**src/rtl/qos_pkg.sv**
```systemverilog
// Shared QoS types: per-request QoS tag, arbitration priority key and arbiter FSM states.
package qos_pkg;

  localparam int unsigned QOS_ARB_WAIT_W = 16;

  typedef enum logic [1:0] {
    QOS_LEVEL_LOW      = 2'd0,
    QOS_LEVEL_MEDIUM   = 2'd1,
    QOS_LEVEL_HIGH     = 2'd2,
    QOS_LEVEL_CRITICAL = 2'd3
  } qos_level_e;

  // Per-request QoS tag produced in each core.
  typedef struct packed {
    logic                      urgent;
    qos_level_e                qos_level;
    logic [QOS_ARB_WAIT_W-1:0] max_latency_cycles;
  } qos_config_t;

  localparam int unsigned QOS_CFG_W = $bits(qos_config_t);

  // Arbitration key; compared unsigned, highest wins.
  typedef struct packed {
    logic       urgent_or_escalated;
    qos_level_e qos_level;
  } qos_prio_key_t;

  localparam int unsigned QOS_KEY_W = $bits(qos_prio_key_t);

  typedef enum logic {
    IDLE = 1'b0,
    HOLD = 1'b1
  } qos_arb_state_e;

  // Build the priority key from a tag and its deadline-escalation flag.
  function automatic qos_prio_key_t qos_make_key(input qos_config_t cfg, input logic escalated);
    qos_prio_key_t k;
    k.urgent_or_escalated = cfg.urgent | escalated;
    k.qos_level           = cfg.qos_level;
    return k;
  endfunction

endpackage

```
**src/rtl/qos_rr_prio_select.sv**
```systemverilog
// Combinational highest-key selector with round-robin tie-break starting after rr_ptr_i.
module qos_rr_prio_select
  import qos_pkg::*;
#(
  parameter int unsigned N     = 4,
  parameter int unsigned KEY_W = QOS_KEY_W,
  parameter int unsigned IDX_W = 2
) (
  input  logic [N-1:0]       cand_i,
  input  logic [N*KEY_W-1:0] key_i,
  input  logic [IDX_W-1:0]   rr_ptr_i,
  output logic [IDX_W-1:0]   win_idx_o,
  output logic               any_valid_o
);

  // Scan in round-robin order; a strictly larger key replaces the current best, so the
  // first candidate in rotation order wins among equal keys.
  always_comb begin
    logic [KEY_W-1:0] best_key;
    logic [KEY_W-1:0] cur_key;
    int unsigned      idx;
    win_idx_o   = '0;
    any_valid_o = 1'b0;
    best_key    = '0;
    cur_key     = '0;
    idx         = 0;
    for (int unsigned off = 1; off <= N; off++) begin
      idx = 32'(rr_ptr_i) + off;
      if (idx >= N) idx = idx - N;
      cur_key = key_i[idx*KEY_W +: KEY_W];
      if (cand_i[idx] && (!any_valid_o || (cur_key > best_key))) begin
        any_valid_o = 1'b1;
        best_key    = cur_key;
        win_idx_o   = IDX_W'(idx);
      end
    end
  end

endmodule

```
**src/rtl/qos_request_arbiter.sv**
```systemverilog
// QoS request arbiter in front of the shared memory port: picks one of NUM_REQ
// valid/ready streams by urgency, QoS level, deadline escalation and round-robin.
// Optional statistics outputs (lat_viol_cnt_o, max_wait_o) under QOS_ARB_STATS_EN.
module qos_request_arbiter
  import qos_pkg::*;
#(
  parameter  int unsigned NUM_REQ = 4,
  parameter  int unsigned DATA_W  = 64,
  parameter  int unsigned WAIT_W  = QOS_ARB_WAIT_W,
  localparam int unsigned SRC_W   = $clog2(NUM_REQ)
) (
  input  logic                          clk_i,
  input  logic                          rst_ni,
  input  logic                          qos_enable_i,
  input  logic [NUM_REQ-1:0]            req_valid_i,
  output logic [NUM_REQ-1:0]            req_ready_o,
  input  logic [NUM_REQ*DATA_W-1:0]     req_data_i,
  input  logic [NUM_REQ*QOS_CFG_W-1:0]  req_qos_i,
  output logic                          out_valid_o,
  input  logic                          out_ready_i,
  output logic [DATA_W-1:0]             out_data_o,
  output logic [QOS_CFG_W-1:0]          out_qos_o,
  output logic [SRC_W-1:0]              out_src_o
`ifdef QOS_ARB_STATS_EN
  ,
  output logic [31:0]                   lat_viol_cnt_o,
  output logic [WAIT_W-1:0]             max_wait_o
`endif
);

  qos_arb_state_e           state_q, state_d;
  logic [SRC_W-1:0]         rr_ptr_q, rr_ptr_d;
  logic                     out_valid_q, out_valid_d;
  logic [DATA_W-1:0]        out_data_q, out_data_d;
  qos_config_t              out_qos_q, out_qos_d;
  logic [SRC_W-1:0]         out_src_q, out_src_d;
  logic [WAIT_W-1:0]        wait_q [NUM_REQ];
  logic [WAIT_W-1:0]        wait_d [NUM_REQ];

  qos_config_t              cfg [NUM_REQ];
  logic [NUM_REQ-1:0]       escalated;
  logic [NUM_REQ*QOS_KEY_W-1:0] key_vec;
  logic [NUM_REQ-1:0]       slot_mask;
  logic [NUM_REQ-1:0]       cand;
  logic                     pop;
  logic [SRC_W-1:0]         sel_ptr;
  logic [SRC_W-1:0]         win_idx;
  logic                     win_any;

  // Unpack tags and form per-requester keys; keys collapse to zero when QoS is off.
  for (genvar g = 0; g < NUM_REQ; g++) begin : g_key
    assign cfg[g]       = qos_config_t'(req_qos_i[g*QOS_CFG_W +: QOS_CFG_W]);
    assign escalated[g] = qos_enable_i
                          && (cfg[g].max_latency_cycles != '0)
                          && (wait_q[g] >= WAIT_W'(cfg[g].max_latency_cycles));
    assign key_vec[g*QOS_KEY_W +: QOS_KEY_W] =
        qos_enable_i ? qos_make_key(cfg[g], escalated[g]) : '0;
  end

  // The loaded requester is never a candidate; on pop the rotation restarts after it.
  assign slot_mask   = (state_q == HOLD) ? (NUM_REQ'(1) << out_src_q) : '0;
  assign pop         = (state_q == HOLD) && out_valid_q && out_ready_i;
  assign req_ready_o = pop ? slot_mask : '0;
  assign cand        = req_valid_i & ~slot_mask;
  assign sel_ptr     = pop ? out_src_q : rr_ptr_q;

  qos_rr_prio_select #(
    .N     (NUM_REQ),
    .KEY_W (QOS_KEY_W),
    .IDX_W (SRC_W)
  ) u_select (
    .cand_i      (cand),
    .key_i       (key_vec),
    .rr_ptr_i    (sel_ptr),
    .win_idx_o   (win_idx),
    .any_valid_o (win_any)
  );

  // Next-state and output-slot logic.
  always_comb begin
    state_d     = state_q;
    rr_ptr_d    = rr_ptr_q;
    out_valid_d = out_valid_q;
    out_data_d  = out_data_q;
    out_qos_d   = out_qos_q;
    out_src_d   = out_src_q;
    case (state_q)
      IDLE: begin
        if (win_any) begin
          out_valid_d = 1'b1;
          out_data_d  = req_data_i[32'(win_idx)*DATA_W +: DATA_W];
          out_qos_d   = cfg[win_idx];
          out_src_d   = win_idx;
          state_d     = HOLD;
        end
      end
      HOLD: begin
        if (pop) begin
          rr_ptr_d = out_src_q;
          if (win_any) begin
            out_valid_d = 1'b1;
            out_data_d  = req_data_i[32'(win_idx)*DATA_W +: DATA_W];
            out_qos_d   = cfg[win_idx];
            out_src_d   = win_idx;
          end else begin
            out_valid_d = 1'b0;
            state_d     = IDLE;
          end
        end
      end
      default: state_d = IDLE;
    endcase
  end

  // Per-requester wait counters: count while waiting, clear on pop or idle.
  always_comb begin
    for (int i = 0; i < NUM_REQ; i++) begin
      wait_d[i] = wait_q[i];
      if (!req_valid_i[i] || req_ready_o[i]) begin
        wait_d[i] = '0;
      end else if (!(&wait_q[i])) begin
        wait_d[i] = wait_q[i] + WAIT_W'(1);
      end
    end
  end

  // State, pointer, output slot and wait counter registers.
  always_ff @(posedge clk_i or negedge rst_ni) begin
    if (!rst_ni) begin
      state_q     <= IDLE;
      rr_ptr_q    <= '0;
      out_valid_q <= 1'b0;
      out_data_q  <= '0;
      out_qos_q   <= '0;
      out_src_q   <= '0;
      for (int i = 0; i < NUM_REQ; i++) wait_q[i] <= '0;
    end else begin
      state_q     <= state_d;
      rr_ptr_q    <= rr_ptr_d;
      out_valid_q <= out_valid_d;
      out_data_q  <= out_data_d;
      out_qos_q   <= out_qos_d;
      out_src_q   <= out_src_d;
      for (int i = 0; i < NUM_REQ; i++) wait_q[i] <= wait_d[i];
    end
  end

  assign out_valid_o = out_valid_q;
  assign out_data_o  = out_data_q;
  assign out_qos_o   = out_qos_q;
  assign out_src_o   = out_src_q;

`ifdef QOS_ARB_STATS_EN
  logic [31:0]       lat_viol_cnt_q, lat_viol_cnt_d;
  logic [WAIT_W-1:0] max_wait_q, max_wait_d;
  logic [WAIT_W-1:0] pop_wait;
  logic              pop_viol;

  assign pop_wait = wait_q[out_src_q];
  assign pop_viol = pop
                    && (out_qos_q.max_latency_cycles != '0)
                    && (pop_wait >= WAIT_W'(out_qos_q.max_latency_cycles));

  // Saturating deadline-violation count and running maximum wait at pop.
  always_comb begin
    lat_viol_cnt_d = lat_viol_cnt_q;
    max_wait_d     = max_wait_q;
    if (pop_viol && !(&lat_viol_cnt_q)) lat_viol_cnt_d = lat_viol_cnt_q + 32'd1;
    if (pop && (pop_wait > max_wait_q)) max_wait_d = pop_wait;
  end

  // Statistics registers.
  always_ff @(posedge clk_i or negedge rst_ni) begin
    if (!rst_ni) begin
      lat_viol_cnt_q <= '0;
      max_wait_q     <= '0;
    end else begin
      lat_viol_cnt_q <= lat_viol_cnt_d;
      max_wait_q     <= max_wait_d;
    end
  end

  assign lat_viol_cnt_o = lat_viol_cnt_q;
  assign max_wait_o     = max_wait_q;
`endif

endmodule

```
**config.mk**
```make
export PLATFORM = sky130hd
export DESIGN_NAME = qos_request_arbiter
export DESIGN_NICKNAME = d
export VERILOG_FILES = /design/src/rtl/qos_pkg.sv /design/src/rtl/qos_rr_prio_select.sv /design/src/rtl/qos_request_arbiter.sv
export SDC_FILE = /design/constraint.sdc
export NUM_CORES = 1
export LEC_CHECK = 0
export CAP_MARGIN = 20
export CORE_AREA = 2 2 181 183
export CTS_CLUSTER_SIZE = 25
export DETAILED_ROUTE_END_ITERATION = 7
export DIE_AREA = 0 0 183 185
export GPL_ROUTABILITY_DRIVEN = 0
export HOLD_SLACK_MARGIN = 0.02
export PLACE_DENSITY_LB_ADDON = 0.12
export SKIP_CTS_REPAIR_TIMING = 1
export SYNTH_ARGS = -nofsm -noshare
export SYNTH_HDL_FRONTEND = slang
export SYNTH_SLANG_ARGS = --single-unit
```
**constraint.sdc**
```tcl
create_clock -name clk_i -period 7.5 [get_ports clk_i]
set_input_delay 1.5 -clock clk_i [delete_from_list [all_inputs] [get_ports clk_i]]
set_output_delay 1.5 -clock clk_i [all_outputs]
set_load 0.02 [all_outputs]
```
==> out/qor.yml <==
synth_area_um2: 12700
pre_cts_slack_ps: -1750
final_core_util_pct: 68.7
start_util_pct: 39.5
ys_seq_elements: 153
min_to: "out_qos_o[16]"
yosysTopAreaCellShare_pct: 30.3
timing.rr.start: "wait_q[62]"
async_flop_share_pct: 100
period_share_pct: 105
skew_ps: 10.9
track_usage_pct: 31.9
critPathMaxStageDelay_ps: 410
power_density_nw_per_um2: 654
drive_gt1_share_pct: 30.3
drt_pass1_iterations: 6
clockBufferDepth: 2
worst_path_max_delay_cell: "a2111o_1"
io_pins: 430
grt_first_pass_wirelength_mm: 82.5
first_iter_violations: 1418
setup_viol: 84
hold_path_depth: 1
power_leakage_nw: 10.1
io_buffers: 429
fmax_mhz: 127
dieArea_um2: 33900
required_ps: 7830
fin_nets: 2565
finalNonFillerCells: 2577
whs_ps: 506
synth_edf_count: 0
hold_start: "out_qos_o[16]"
via_per_inst: 5.82
drt-wirelength-per-cell_um: 23.5
crit_arrival_ps: 8220
clock-sinks: 153
synth_commonest_cells: "nor2_1, dfrtp_1, nand2_1"
synth.area.top_cells: "dfrtp_1, mux2i_1, ha_1"
setup_tns_ps: -24980
violations: "negative setup slack"
fp-row-count: 66
timing.final.ws_setup_ps: -399
cts_root_buffer: "clkbuf_16"
hold_violations: 0
final_antenna_net_count: 0
dp_cells: 2482
cts_max_level: 4
wirelength_mm: 60.5
clock_latency_ps: 460
ir_worst_vdd_uv: 530
crit_path_end_kind: "register"
fillCellCount: 2486
ys_seq_area_share_pct: 30.3
syn_inst: 1454
synthFlopType: "dfrtp_1"
path_clk_slew_ps: 70
numCtsBuffers: 17
yosys_warnings: 0
synth_cell_types: 77
grt_pass1_vias: 14100
startpoint_type: "input pin"
reg2reg_to: "out_qos_o[15]"
cts_tree: "done"
rsz0062_at_grt: "yes"
core_area_um2: 32000
grt_start_max_net_pins: 86
antenna_found_initial: 13
mappedNetlistNets: 1877
relSlewSlack_pct: 24.6
hold_class: "reg -> reg"
dp.final_hpwl_mm: 44.6
slew_viol_final: 0
synth.most_common_cell: "nor2_1"
die_y_um: 185
drc: 0
die_x_um: 183
areaGrowthSynthToFinish_pct: 74.0
overflow: 0
r2r_cells: 36
cp_max_fo: 6
tightestPinTransition_ps: 1130
syn_area_per_cell_um2: 8.70
vias: 15000
yosysTopAreaCell: "dfrtp_1"
cap_violations: 0
critical_path_class: "in -> reg"
regToRegSetupSlack_ps: 220
fin_crit_ps: 7900
outcome: "finished, violations left"
[sequential cells by signal, summed over array words and instances (netlist names)]
name / count
out_data_o: 64
wait_q: 64
out_qos_o: 19
out_src_o: 2
rr_ptr_q: 2
out_valid_o: 1
state_q: 1
[per-stage QoR]
stage	power (W)	cell area [µm²]
after floorplan	0.00682	12900
after global placement	0.0100	19400
after detailed placement	0.0101	19400
after CTS	0.0111	20000
after global routing	0.0150	22000
final	0.0144	22000
[cell type report]
class	count	area, µm²	share of cell area (%)
timing repair buffer	757	7390	33.6
clock buffer	20	457	2.07
clock inverter	12	164	0.745
sequential	153	3830	17.4
antenna	14	35.0	0.159
multi-input combinational	1122	9280	42.2
tap	408	510	2.32
inverter	91	344	1.56
[kinds of logic after synthesis]
family	after synthesis	share of synthesized area (%)
flops	153	30.3
xor+xnor	45	3.12
mux	136	11.6
simple gates	462	16.5
fa+ha+maj	83	8.21
buf+inv	179	6.53
compound gates	396	23.8
[critical path: cells and delay by family]
family | cells | cell delay, ps
AND/OR/NAND/NOR | 7 | 970
adder cells (fa/ha/maj) | 4 | 1160
AO/OA/AOI/OAI | 18 | 3480
multiplexers | 1 | 340
buffers and inverters | 6 | 750
[placed cells by master (no fill, tap or decap), types with 8 or more instances in the layout]
cell type        synthesis  final
a211oi_1                18      9
a21o_1                  22     22
a21oi_1                 97     62
a21oi_2                  0     30
a221oi_2                40     50
a31oi_1                 38     34
and3_1                  14     11
buf_12                   4     21
buf_4                    8    271
buf_6                    3     24
clkbuf_16                0     27
clkbuf_2                 0     12
clkdlybuf4s50_1          0    362
dfrtp_1                153    153
diode_2                  0     14
dlymetal6s2s_1           0     50
ha_1                    83     51
ha_4                     0     29
inv_1                   90     62
inv_2                    1     28
mux2i_1                125     99
mux2i_2                  0     22
mux4_2                   8      8
nand2_1                141    134
nand3_1                 37     37
nand4_1                 26     26
nor2_1                 159    154
nor3_1                  19     15
nor4_1                  20     20
o211ai_1                14     14
o21ai_0                 49     31
o21ai_1                  3     11
o21ai_2                  2      9
o2bb2ai_1               27     25
or3_1                   10     10
xnor2_1                 16     16
xor2_1                  29     29
[per-layer routing]
metal,GRT usage (%),wire length [µm]
met5,0,13
met4,16.6,3180
met3,7.04,4860
met2,51.6,28400
met1,40.1,24000
[report_power, final]
part,leakage (nW),total [W],internal [W],switching [W]
Combinational,7.92,0.0122,0.00616,0.00601
Sequential,1.87,0.00126,0.00108,0.000182
Clock,0.296,0.000948,0.000546,0.000402
Total,10.1,0.0144,0.00779,0.00660
[how the worst max path moves through the flow]
stage                     end     startpoint  depth (start not counted)  slack, ps
6_report        out_qos_o[15]  req_qos_i[65]                         36       -400
4_1_cts         out_qos_o[17]   req_qos_i[5]                         35      -1330
2_1_floorplan  out_data_o[10]    out_ready_i                         39       -590
3_5_place_dp    out_qos_o[17]   req_qos_i[5]                         38      -1750
5_1_grt        out_data_o[11]  req_qos_i[34]                         43       -720
3_3_place_gp    out_qos_o[17]   req_qos_i[5]                         35      -1580
(Power assumes the default switching activity.)
